[config.mk]
export PLATFORM = sky130hd
export DESIGN_NAME = cdb_broadcaster
export DESIGN_NICKNAME = d
export VERILOG_FILES = /design/src/rtl/cdb_broadcaster_pkg.sv /design/src/rtl/cdb_broadcaster_arb.sv /design/src/rtl/cdb_broadcaster.sv
export SDC_FILE = /design/constraint.sdc
export NUM_CORES = 1
export LEC_CHECK = 0
export BUFFER_PORTS_ARGS = -buffer_cell sky130_fd_sc_hd__buf_2
export CORE_ASPECT_RATIO = 0.6
export CORE_MARGIN = 5
export CORE_UTILIZATION = 48
export CTS_CLUSTER_DIAMETER = 100
export DETAILED_ROUTE_END_ITERATION = 7
export PLACE_DENSITY = 0.76
export SETUP_SLACK_MARGIN = 0.02
export SLEW_MARGIN = 20
export SYNTH_ARGS = -nofsm -noshare
export SYNTH_HDL_FRONTEND = slang
export SYNTH_SLANG_ARGS = --single-unit
export TNS_END_PERCENT = 100
[constraint.sdc]
create_clock -name clock -period 3.3 [get_ports clock]
set_input_delay 0 -clock clock [delete_from_list [all_inputs] [get_ports clock]]
set_output_delay 0 -clock clock [all_outputs]
set_load 0.03 [all_outputs]
[src/rtl/cdb_broadcaster_pkg.sv]
// Shared CDB definitions: broadcast packet, PREG tag type and functional-unit counts.
package cdb_broadcaster_pkg;

   localparam int CDB_XLEN   = 32;
   localparam int CDB_PREG_W = 6;

   localparam int NUM_FU_ALU   = 3;
   localparam int NUM_FU_MULT  = 2;
   localparam int NUM_FU_LOAD  = 1;
   localparam int NUM_FU_STORE = 1;

   typedef logic [CDB_PREG_W-1:0] PREG;

   typedef struct packed {
      logic                valid;
      PREG                 preg;
      logic [CDB_XLEN-1:0] value;
   } CDB_PACKET;

   // Pointer width that stays legal for a single-entry arbiter.
   function automatic int ptr_width(input int n);
      return (n > 1) ? $clog2(n) : 1;
   endfunction

endpackage

[src/rtl/cdb_broadcaster_arb.sv]
// Combinational round-robin arbiter: first request at or after ptr wins, one-hot grant.
module rr_arbiter
   import cdb_broadcaster_pkg::*;
#(
   parameter  int N     = 6,
   localparam int PTR_W = ptr_width(N)
) (
   input  logic [N-1:0]     req,
   input  logic [PTR_W-1:0] ptr,
   output logic [N-1:0]     grant
);

   logic             found;
   logic [PTR_W-1:0] idx;

   always_comb begin
      grant = '0;
      found = 1'b0;
      idx   = ptr;
      for (int unsigned off = 0; off < N; off++) begin
         if (!found && req[idx]) begin
            grant[idx] = 1'b1;
            found      = 1'b1;
         end
         idx = (idx == PTR_W'(N - 1)) ? '0 : idx + 1'b1;
      end
   end

endmodule

[src/rtl/cdb_broadcaster.sv]
// Common data bus broadcaster: one result slot per FU source, round-robin onto a
// single registered CDB, plus registered FU-release pulses to the reservation station.
module cdb_broadcaster
   import cdb_broadcaster_pkg::*;
#(
   parameter  int N_ALU   = NUM_FU_ALU,
   parameter  int N_MULT  = NUM_FU_MULT,
   parameter  int N_LOAD  = NUM_FU_LOAD,
   parameter  int N_STORE = NUM_FU_STORE,
   parameter  int XLEN    = CDB_XLEN,
   parameter  int PREG_W  = CDB_PREG_W,
   localparam int N_SRC   = N_ALU + N_MULT + N_LOAD
) (
   input  logic                          clock,
   input  logic                          reset,
   input  logic                          squash,
   input  logic [N_SRC-1:0]              fu_done,
   input  logic [N_SRC-1:0][PREG_W-1:0]  fu_preg,
   input  logic [N_SRC-1:0][XLEN-1:0]    fu_value,
   output logic [N_SRC-1:0]              fu_stall,
   input  logic [N_STORE-1:0]            store_done,
   output logic                          cdb_valid,
   output logic [PREG_W-1:0]             cdb_preg,
   output logic [XLEN-1:0]               cdb_value,
   output logic [N_ALU-1:0]              free_alu,
   output logic [N_MULT-1:0]             free_mult,
   output logic [N_LOAD-1:0]             free_load,
   output logic [N_STORE-1:0]            free_store
);

   localparam int PTR_W = ptr_width(N_SRC);

   typedef struct packed {
      logic              valid;
      logic [PREG_W-1:0] preg;
      logic [XLEN-1:0]   value;
   } cdb_t;

   logic [N_SRC-1:0]             full_q, full_d;
   logic [N_SRC-1:0][PREG_W-1:0] preg_q, preg_d;
   logic [N_SRC-1:0][XLEN-1:0]   value_q, value_d;
   logic [PTR_W-1:0]             rr_ptr_q, rr_ptr_d;
   cdb_t                         cdb_q, cdb_d;
   logic [N_SRC-1:0]             free_q, free_d;
   logic [N_STORE-1:0]           free_store_q, free_store_d;
   logic [N_SRC-1:0]             grant;
   logic [PTR_W-1:0]             gnt_idx;

   rr_arbiter #(.N(N_SRC)) u_arb (
      .req   (full_q),
      .ptr   (rr_ptr_q),
      .grant (grant)
   );

   // A slot being granted this cycle is free to accept the next result.
   assign fu_stall = full_q & ~grant;

   always_comb begin
      full_d       = full_q;
      preg_d       = preg_q;
      value_d      = value_q;
      rr_ptr_d     = rr_ptr_q;
      cdb_d        = '0;
      free_d       = '0;
      free_store_d = '0;
      gnt_idx      = '0;

      for (int unsigned i = 0; i < N_SRC; i++) begin
         if (grant[i]) gnt_idx = PTR_W'(i);
      end

      if (squash) begin
         full_d = '0;
      end else begin
         full_d = full_q & ~grant;
         for (int unsigned i = 0; i < N_SRC; i++) begin
            if (fu_done[i] && !fu_stall[i]) begin
               full_d[i]  = 1'b1;
               preg_d[i]  = fu_preg[i];
               value_d[i] = fu_value[i];
            end
         end
         if (|grant) begin
            rr_ptr_d = (gnt_idx == PTR_W'(N_SRC - 1)) ? '0 : gnt_idx + 1'b1;
            // Tag 0 means no architectural destination: consume the slot silently.
            if (preg_q[gnt_idx] != '0) begin
               cdb_d.valid = 1'b1;
               cdb_d.preg  = preg_q[gnt_idx];
               cdb_d.value = value_q[gnt_idx];
            end
         end
         free_d       = grant;
         free_store_d = store_done;
      end
   end

   always_ff @(posedge clock) begin
      if (reset) begin
         full_q       <= '0;
         preg_q       <= '0;
         value_q      <= '0;
         rr_ptr_q     <= '0;
         cdb_q        <= '0;
         free_q       <= '0;
         free_store_q <= '0;
      end else begin
         full_q       <= full_d;
         preg_q       <= preg_d;
         value_q      <= value_d;
         rr_ptr_q     <= rr_ptr_d;
         cdb_q        <= cdb_d;
         free_q       <= free_d;
         free_store_q <= free_store_d;
      end
   end

   assign cdb_valid  = cdb_q.valid;
   assign cdb_preg   = cdb_q.preg;
   assign cdb_value  = cdb_q.value;
   assign free_alu   = free_q[N_ALU-1:0];
   assign free_mult  = free_q[N_ALU +: N_MULT];
   assign free_load  = free_q[N_ALU+N_MULT +: N_LOAD];
   assign free_store = free_store_q;

endmodule
; ---- Word-level counts from Yosys, hierarchy flattened
; Index checks and enable logic that the tools add are counted.
[word_totals]
regBits = 283
in_bits = 238
output_inout_bits = 52
elab_cells = 151
[op_classes]
n_addsub = 6
magnitude_cmp = 13
n_eq_ne = 6
muxes = 57
bitwise_logic = 10
reduce_logical = 40
[op_table]
columns = operator, count
row1 = binary-select mux 32 bit (select 3 bit), 1
row2 = 2-to-1 mux 6 bit, 7
row3 = 2-to-1 mux 39 bit, 1
row4 = 2-to-1 mux 32 bit, 1
row5 = 2-to-1 mux 3 bit, 10
row6 = bitwise OR 6 bit, 5
row7 = less-than comparator 3 x 4 -> 1 bit (second input constant), 7
row8 = 2-to-1 mux 1 bit, 24
row9 = adder 3 x 1 -> 3 bit (second input constant), 6
row10 = binary-select mux 1 bit (select 3 bit), 6
row11 = binary-select mux 6 bit (select 3 bit), 1
row12 = demux 1 bit (select 3 bit), 6
row13 = equality test 3 bit (second input constant), 6
row14 = >= comparator 3 x 1 -> 1 bit (second input constant), 6
row15 = logical AND 1 bit, 17
row16 = AND reduction 2 bit, 7
row17 = logical NOT 1 bit, 11
row18 = bitwise AND 6 bit, 1
row19 = inverter 6 bit, 1
row20 = nonzero test 6 bit, 1
row21 = OR reduction 6 bit, 1
row22 = OR reduction 4 bit, 1
row23 = inverter 1 bit, 3
row24 = OR reduction 3 bit, 1
row25 = OR reduction 2 bit, 1

; ---- Logic depth before layout (Yosys ltp)
; Gate-level depths: netlist of the first run.
[logic_depth]
word_depth = 28
depth_mapped = 15
ltp_nobuf = 10

; ---- Cells and area by module
; From an unflattened synthesis of the first run, not the netlist that was laid out.
[unflattened]
hier_cells = 1568
hier_area_um2 = 12286.8
[by_module_without_submodules]
columns = mod, instances, cells_per_inst, area_each_um2, seq_area_each_um2
row1 = cdb_broadcaster, 1, 1471, 11533.6, 5665.4
row2 = rr_arbiter, 1, 97, 753.2, 0.0

; ---- Least setup slack after synthesis of the first run
; OpenSTA, ideal clock, no wires.
[synth_path]
path_kind = reg2reg
startpoint = register rr_ptr_q[0]
endpoint = register value_q[171] in the netlist's numbering
setup_time_ns = 0.132
t_arrival_ns = 3.200
t_required_ns = 3.168
setup_slack_ns = -0.032
stages_incl_launch_ff = 13
path_buffers = 3
period_less_slack_ns = 3.332
cell_sequence = dfxtp_1 -> mux2_2 -> a222oi_1 -> a21boi_4 -> a22oi_1 -> and3_1 -> buf_2 -> and2_1 -> or3b_2 -> buf_2 -> buf_2 -> nand2_1 -> a21oi_1
[synth_between]
elab_chain_len = 23
word_cells_on_any_way = 88
cone_classes = add/sub (5) / order compare (12) / eq/ne (5) / mux (40) / bitwise (7) / reduce/logical (19)
[synth_lines]
columns = item, line_no
row1 = from (decl), cdb_broadcaster.sv:42  ; logic [PTR_W-1:0] rr_ptr_q, rr_ptr_d;
row2 = from (signal assigned), cdb_broadcaster.sv:110  ; rr_ptr_q <= rr_ptr_d;
row3 = "parallel branches: the longest is 17 deep, another holds less-than comparator 3 x 4 -> 1 bit", --
row4 = 2-to-1 mux 6 bit *, cdb_broadcaster_arb.sv:21  ; if (!found && req[idx]) begin
row5 = inverter 6 bit *, cdb_broadcaster.sv:56  ; assign fu_stall = full_q & ~grant;
row6 = bitwise AND 6 bit *, cdb_broadcaster.sv:56
row7 = named net fu_stall[5], cdb_broadcaster.sv:20  ; output logic [N_SRC-1:0] fu_stall,
row8 = logical NOT 1 bit *, cdb_broadcaster.sv:77  ; if (fu_done[i] && !fu_stall[i]) begin
row9 = logical AND 1 bit *, cdb_broadcaster.sv:77
row10 = AND reduction 2 bit (no line) *, --
row11 = to (signal assigned), cdb_broadcaster.sv:109  ; value_q <= value_d;
row12 = to (decl), cdb_broadcaster.sv:41  ; logic [N_SRC-1:0][XLEN-1:0] value_q, value_d;
; Mark *: on every way through the listed nets, which the timed path passes. The select of a mux whose other input is x is not followed.
; A chain may end at the register's enable or synchronous reset.

; ---- Final worst setup path of the first run
[layout_path]
startpoint = register rr_ptr_q[2]
endpoint = register cdb_q (netlist bit cdb_value[22])
[layout_between]
elab_chain_len = 28
word_cells_on_any_way = 97
cone_classes = add/sub (5) / order compare (12) / eq/ne (5) / mux (49) / bitwise (7) / reduce/logical (19)
[layout_lines]
columns = item, line_no
row1 = "parallel branches: the longest is 17 deep, another holds less-than comparator 3 x 4 -> 1 bit", --
row2 = 2-to-1 mux 6 bit *, cdb_broadcaster_arb.sv:21
row3 = 2-to-1 mux 1 bit, cdb_broadcaster.sv:69  ; if (grant[i]) gnt_idx = PTR_W'(i);
row4 = 2-to-1 mux 3 bit (4 in a row), cdb_broadcaster.sv:69
row5 = binary-select mux 6 bit (select 3 bit), cdb_broadcaster.sv:86  ; if (preg_q[gnt_idx] != '0) begin
row6 = 2-to-1 mux 6 bit (implied by the code), cdb_broadcaster.sv:86
row7 = nonzero test 6 bit, cdb_broadcaster.sv:86
row8 = inverter 1 bit (no line), --
row9 = OR reduction 4 bit (no line), --
row10 = to (signal assigned), cdb_broadcaster.sv:103  ; cdb_q <= '0;
row11 = to (signal assigned), cdb_broadcaster.sv:111  ; cdb_q <= cdb_d;
row12 = to (decl), cdb_broadcaster.sv:43  ; cdb_t cdb_q, cdb_d;
; Every way passes the cells marked *. The select of a mux whose other input is x is not followed.

==> results by group, run 1 <==
Power and ir drop
  • Sequential Power Share: 30.4%
  • Pwr Density: 700 nW/um2
  • Maximum VDD drop: 0.562 mV
  • Pleak: 7.61 nW
  • Sw Ratio: 37.2%
  • Psw: 0.00471 W
  • Design Power: 0.0127 W
  • Gate power share: 46.1%
  • Cell internal pwr: 0.00795 W
  • Clock power frac: 23.5%

Critical path
  • Crit. End Element: flip-flop
  • Worst-path fanout max: 9
  • Setup crit start kind: flip-flop
  • Setup crit end: cdb_value[22]
  • CP Cell Sequence: buf_4 > o211ai_1 > buf_4 > a21boi_4 > buf_6 > o211ai_1 > o211ai_1 > a222oi_1 > o211a_1 > nand4_2 > o41ai_4 > buf_6 > buf_12 > buf_16 > a211oi_2
  • CP startpoint: rr_ptr_q[2]
  • Slowest CP cell: a222oi_1
  • Critical path's largest stage delay: 0.61 ns
  • Crit Path Class: reg2reg
  • R2r setup slk: -0.40 ns
  • Reg2Reg Depth: 15
  • Crit-path most repeated cell: o211ai_1
  • Critical R2R Capture: cdb_value[22]
  • CP Data Required Time: 3.70 ns
  • FF-to-FF Start: rr_ptr_q[2]
  • Worst EP arrival: 4.10 ns

Yosys
  • Post-synthesis sequential area ratio: 49.4%
  • Synth Instances: 1432
  • Synth Cell Area: 11500 um2
  • Synth Warn #: 0
  • EDFF count, synth: 0
  • Syn_nets: 1670
  • Yosys cell types: 61
  • Syn_area_per_cell: 8.02 um2
  • Post-synth top flop: dfxtp_1
  • Ys async rst share: 0%
  • Register bit total from synthesis: 283

Timing
  • Rel. slew slack: 40.2%
  • RSZ-0062 raised after global routing: true
  • Setup Viol. Count Final: 72
  • Maximum clock rate: 0.270 GHz
  • Final worst-path cycle share: 112%
  • Hold slack: 0.0361 ns
  • Slew @ Worst Pin: 0.897 ns
  • Tmin final: 3.70 ns
  • Final worst setup slack: -0.400 ns
  • Final Hold Vio Count: 0
  • Setup TNS Final: -19.37 ns
  • Fin Clk Skew: 0.0136 ns
  • Count of pins over their slew limit: 0

Floorplanning
  • Die Height: 130 um
  • Die width: 210 um
  • Initial Utilization: 49.3%
  • Core area: 23300 um2
  • Row count: 43
  • Die Footprint: 27200 um2
  • Io pins: 290

Routing
  • DRC viols: 0
  • Initial DRC Count: 1753
  • DR vias: 13900
  • Drt via density: 5.81
  • Final wirelength: 53500 um
  • Routed len/inst: 22.4 um
  • First-pass DRT Iterations: 8
  • Post-route ant nets: 0

Finish
  • Final nets: 2293
  • Area Overhead vs Synth: 57.6%
  • Most frequent cells in the layout: 470 x nand2_1, 287 x buf_2, 278 x dfxtp_1
  • Layout cells sized above 1: 28.1%
  • Area of the multi-input gates: 5510 um2
  • Register area: 5680 um2
  • Commonest non-fill, non-tap cell in the layout: nand2_1
  • Non-filler instance count after layout: 2391
  • Fill count: 1522
  • Core Util, Final: 77.7%

CTS
  • Clock sink count: 283
  • CTS tree: built
  • CTS Buf Count: 26
  • Skew-Pair Late Insertion Delay: 0.54 ns
  • Clk root buf: clkbuf_16
  • CTS max path bufs: 3
  • CTS clk-pin slew, worst paths: 0.07 ns
  • H-tree Lvls: 1

GRT
  • Total GRT Usage: 35.5%
  • Largest net degree at the start of global routing: 111
  • First-pass GRT wire length: 75900 um
  • GR Overflow Total: 0
  • Vias in the first global route: 13400
  • Antenna violations before repair: 2

Run status
  • Failing checks: negative setup slack
  • Outcome: finished, violations left

Flow run
  • Max-cap viol count: 0

Place
  • Dpl cells: 2065
  • Port bufs: 289
  • Routability cong.: 1.03
  • DP HPWL: 31000 um

Min path
  • Hold Path Class: in2reg
## power by group through the flow
stage	Combinational [W]	Clock, W	Sequential (W)
global route	0.00605	0.00312	0.00386
floorplan	0.00222	0	0.00401
global placement	0.00471	0	0.00389
CTS	0.00530	0.00298	0.00382
detailed placement	0.00472	0	0.00389
finish	0.00584	0.00298	0.00384
## stage by stage
step | setup slack, ns | cell area [um2]
after floorplan | 0.0188 | 11500
after global placement | -0.324 | 14100
after detailed placement | -0.391 | 14100
after CTS | -0.225 | 17700
after global routing | -0.386 | 18100
final | -0.400 | 18100
## per-layer routing
layer  GRT usage (%)  vias up  wire length, um  part of all wire (%)
met4            11.1        2             2290                   4.3
li1                -     6139                -                     -
met2            55.7     1105            22500                    42
met1            47.7     6411            21100                    39
met3            10.8      223             7590                    14
met5               0        -               11                 0.021
## cell type report
class                           count  share of cell area, %
Clock buffer                       40                   4.23
Tap cell                          315                   2.18
Sequential cell                   283                   31.4
Antenna cell                        4                 0.0553
Multi-Input combinational cell   1020                   30.4
Clock inverter                      5                  0.318
Timing Repair Buffer              711                   31.1
Inverter                           13                  0.284
## worst max-delay path, delay by kind of cell, from the launching register on
kind / cells / cell delay [ns]
and+or+nand+nor: 1 / 0.12
AOI/OAI and AO/OA: 8 / 2.14
DFF: 1 / 0.39
buffers and inverters: 6 / 0.92
## state kept, by name (all words and copies together) (netlist names)
| signal | flops |
|---|---|
| value_q | 192 |
| free_store | 1 |
| cdb_preg | 6 |
| full_q | 6 |
| preg_q | 36 |
| cdb_value | 32 |
| rr_ptr_q | 3 |
| free_q | 6 |
| cdb_valid | 1 |
## cell usage after synthesis (6+ instances only)
| library cell | number | area share, % |
|---|---|---|
| nand2_1 | 474 | 15 |
| dfxtp_1 | 283 | 49 |
| a21oi_1 | 239 | 10 |
| clkbuf_1 | 72 | 2.4 |
| nor2_1 | 52 | 1.7 |
| mux2i_1 | 42 | 3.7 |
| buf_2 | 35 | 1.5 |
| a221oi_1 | 32 | 2.4 |
| o21ai_0 | 31 | 1.4 |
| o221ai_1 | 29 | 2.2 |
| inv_1 | 11 | 0.36 |
| nand2b_1 | 9 | 0.49 |
| mux2_2 | 8 | 0.78 |
| o22ai_1 | 8 | 0.44 |
| nand3_1 | 7 | 0.31 |
| a211oi_1 | 6 | 0.39 |
| nor3b_1 | 6 | 0.39 |
## cells by family (layout without fill, tap and decap cells)
| logic type | count (synthesis) | in the layout | share of synthesized area, % |
|---|---|---|---|
| muxes | 52 | 52 | 4.76 |
| other | 0 | 4 | 0 |
| DFF | 283 | 283 | 49.4 |
| AOI/OAI and AO/OA | 383 | 383 | 20.5 |
| buffers and inverters | 129 | 769 | 4.83 |
| and+or+nand+nor | 585 | 585 | 20.6 |
## worst min-delay path by stage
stage	slack [ns]	start	to	cells after the start
floorplan	0.11	store_done	free_store	2
global placement	0.22	store_done	free_store	3
detailed placement	0.22	store_done	free_store	3
CTS	0.0001	reset	rr_ptr_q[0]	2
global route	0.06	reset	preg_q[5]	2
finish	0.04	reset	preg_q[32]	2
## repair_timing
item                                    in CTS  in global routing
setup buffers                               15                 12
gates cloned                                 3                 12
endpoints found under the setup margin     152                270
gates resized for setup                     38                 39
pin swaps                                   17                 12
hold buffers                               236                  0
endpoints found under the hold margin      236                  0
Power figures use the tool's default switching activity.
==> inputs of run 2 (changes only) <==
Settings changed: CORE_UTILIZATION 48 to 40, PLACE_DENSITY 0.76 to 0.65.
==> results by group, run 2 (same netlist as run 1, synthesis figures left out) <==
Timing
  • RSZ-0062 raised after global routing: true (unchanged)
  • Slew @ Worst Pin: 0.828 ns (was 0.897 ns)
  • Setup Viol. Count Final: 72 (unchanged)
  • Tmin final: 3.59 ns (was 3.70 ns)
  • Setup TNS Final: -9.81 ns (was -19.37 ns)
  • Final Hold Vio Count: 0 (unchanged)
  • Fin Clk Skew: 0.0380 ns (was 0.0136 ns)
  • Rel. slew slack: 44.8% (was 40.2%)
  • Count of pins over their slew limit: 0 (unchanged)
  • Final worst setup slack: -0.286 ns (was -0.400 ns)
  • Maximum clock rate: 0.279 GHz (was 0.270 GHz)
  • Final worst-path cycle share: 109% (was 112%)
  • Hold slack: 0.186 ns (was 0.0361 ns)

CTS
  • CTS max path bufs: 3 (unchanged)
  • Clk root buf: clkbuf_16 (unchanged)
  • Clock sink count: 283 (unchanged)
  • CTS clk-pin slew, worst paths: 0.08 ns (was 0.07 ns)
  • Skew-Pair Late Insertion Delay: 0.56 ns (was 0.54 ns)
  • CTS tree: built (unchanged)
  • CTS Buf Count: 27 (was 26)
  • H-tree Lvls: 1 (unchanged)

Place
  • Routability cong.: 0.922 (was 1.03)
  • Dpl cells: 2120 (was 2065)
  • Post-place setup slack: -0.484 ns (was -0.391 ns)
  • DP HPWL: 32200 um (was 31000 um)
  • Port bufs: 289 (unchanged)

Floorplanning
  • Io pins: 290 (unchanged)
  • Die Footprint: 32300 um2 (was 27200 um2)
  • Core area: 28500 um2 (was 23300 um2)
  • Row count: 48 (was 43)
  • Die width: 229 um (was 210 um)
  • Die Height: 141 um (was 130 um)
  • Initial Utilization: 40.2% (was 49.3%)

Min path
  • Hold Path Class: in2reg (unchanged)
  • Hold Crit Start: store_done (was reset)
  • Min-Delay Endpoint: free_store (was preg_q[32])
  • Hold Path Cell Cnt: 4 (was 2)

GRT
  • Largest net degree at the start of global routing: 98 (was 111)
  • Vias in the first global route: 12700 (was 13400)
  • First-pass GRT wire length: 74600 um (was 75900 um)
  • Antenna violations before repair: 1 (was 2)
  • Total GRT Usage: 29.5% (was 35.5%)
  • GR Overflow Total: 0 (unchanged)

Finish
  • Layout cells sized above 1: 29.9% (was 28.1%)
  • Top reg by flops: value_q (unchanged)
  • Most frequent cells in the layout: 462 x nand2_1, 288 x buf_2, 278 x dfxtp_1 (was 470 x nand2_1, 287 x buf_2, 278 x dfxtp_1)
  • Max FFs per register: 192 (unchanged)
  • Final nets: 2283 (was 2293)
  • Area Overhead vs Synth: 60.2% (was 57.6%)
  • Non-filler instance count after layout: 2441 (was 2391)
  • Commonest non-fill, non-tap cell in the layout: nand2_1 (unchanged)

Critical path
  • Crit-path most repeated cell: buf_6 (was o211ai_1)
  • Crit Path Class: reg2reg (unchanged)
  • Critical path's largest stage delay: 0.42 ns (was 0.61 ns)
  • Crit. End Element: flip-flop (unchanged)
  • FF-to-FF Start: rr_ptr_q[1] (was rr_ptr_q[2])
  • Buf+Inv Stages, Crit Path: 7 (was 6)
  • Worst EP arrival: 4.00 ns (was 4.10 ns)
  • Worst-path fanout max: 8 (was 9)
  • CP Data Required Time: 3.72 ns (was 3.70 ns)
  • Worst path top cell family by delay: compound AO/OA/AOI/OAI gates (unchanged)
  • Reg2Reg Depth: 17 (was 15)
  • Critical R2R Capture: cdb_value[22] (unchanged)
  • R2r setup slk: -0.29 ns (was -0.40 ns)
  • Setup crit start kind: flip-flop (unchanged)
  • Slowest CP cell: a222oi_1 (unchanged)
  • CP Cell Sequence: buf_6 > nor2b_4 > a222oi_1 > buf_4 > a21boi_4 > buf_6 > o211ai_1 > o211ai_1 > buf_4 > a222oi_1 > o211a_1 > nand4_2 > o41ai_4 > buf_6 > buf_8 > buf_16 > a211oi_2 (was buf_4 > o211ai_1 > buf_4 > a21boi_4 > buf_6 > o211ai_1 > o211ai_1 > a222oi_1 > o211a_1 > nand4_2 > o41ai_4 > buf_6 > buf_12 > buf_16 > a211oi_2)

Routing
  • DRC viols: 0 (unchanged)
  • Routed len/inst: 20.9 um (was 22.4 um)
  • DR vias: 13200 (was 13900)
  • Final wirelength: 51100 um (was 53500 um)
  • First-pass DRT Iterations: 8 (unchanged)
  • Drt via density: 5.41 (was 5.81)
  • Post-route ant nets: 0 (unchanged)
  • Initial DRC Count: 1455 (was 1753)

Flow run
  • Max-cap viol count: 0 (unchanged)

Power and ir drop
  • Cell internal pwr: 0.00819 W (was 0.00795 W)
  • Clock power frac: 24.5% (was 23.5%)
  • Pwr Density: 705 nW/um2 (was 700 nW/um2)
  • Psw: 0.00478 W (was 0.00471 W)
  • Gate power share: 45.9% (was 46.1%)
  • Maximum VDD drop: 0.507 mV (was 0.562 mV)
  • Pleak: 7.67 nW (was 7.61 nW)
  • Sw Ratio: 36.8% (was 37.2%)
  • Sequential Power Share: 29.6% (was 30.4%)

Run status
  • Failing checks: negative setup slack (unchanged)
  • Outcome: finished, violations left (unchanged)
-- run 2: changes by cell type in the layout (fill, tap and decap cells not counted), moves of 7 or more --
cell	delta
buf_4	-23
buf_6	+7
clkinv_2	+8
nand2_1	-8
a21oi_1	-18
a21oi_2	+17
-- run 2: worst max path at each step --
| stage | end | depth (start not counted) | startpoint | slack, ns |
|---|---|---|---|---|
| floorplan | value_q[82] | 12 | rr_ptr_q[0] | 0.02 |
| global placement | cdb_value[19] | 13 | rr_ptr_q[0] | -0.32 |
| detailed placement | cdb_value[1] | 11 | rr_ptr_q[0] | -0.48 |
| CTS | cdb_value[29] | 15 | rr_ptr_q[0] | -0.17 |
| global route | cdb_value[23] | 16 | rr_ptr_q[0] | -0.36 |
| finish | cdb_value[22] | 17 | rr_ptr_q[1] | -0.29 |
-- run 2: final cells by class --
class / count / area [um2]
diodes: 1 / 2.50
inverters: 13 / 48.8
clock buffers: 36 / 759
clock inverters: 13 / 125
multi-input cells: 1020 / 5720
flip-flops and latches: 283 / 5680
repair buffers: 700 / 5590
well taps: 375 / 469
fillers: 2346 / 10100
-- run 2: power groups by stage --
stage	Combinational [W]	Sequential, W	Clock [W]
after floorplan	0.00222	0.00401	0
after global placement	0.00467	0.00389	0
after detailed placement	0.00469	0.00389	0
after CTS	0.00532	0.00382	0.00321
after global routing	0.00624	0.00386	0.00335
final	0.00595	0.00384	0.00318
-- run 2: through the flow --
step	utilization (%)	instance area, um2	total power, W
2_1_floorplan	-	11500	0.00623
3_3_place_gp	49.8	14200	0.00856
3_5_place_dp	49.8	14200	0.00858
4_1_cts	62.5	17800	0.0123
5_1_grt	64.5	18400	0.0134
6_report	64.5	18400	0.0130
-- run 2: per-layer routing --
metal / up-vias / wire length [um] / GRT usage (%)
met4: 0 / 1360 / 7.73
met5: - / 0 / 0
met3: 96 / 5610 / 9.10
met2: 723 / 21500 / 43.4
li1: 6136 / - / -
met1: 6250 / 22600 / 42.2
-- run 2: repair_timing --
item                       CTS  global route
gates cloned                 4             4
hold endpoints to repair   238             0
buffers inserted            12            15
gates resized for setup     44            94
hold buffers               237             0
pin swaps                   14            20
setup endpoints to repair  215           151
-- run 2: worst register-to-register path, cell delays in order (launching register included) --
cell and delay (ns):
dfxtp_4 0.41, buf_6 0.13, nor2b_4 0.15, a222oi_1 0.09, buf_4 0.16, a21boi_4 0.16, buf_6 0.13, o211ai_1 0.14
o211ai_1 0.33, buf_4 0.24, a222oi_1 0.42, o211a_1 0.24, nand4_2 0.11, o41ai_4 0.23, buf_6 0.16, buf_8 0.14
buf_16 0.16, a211oi_2 0.04
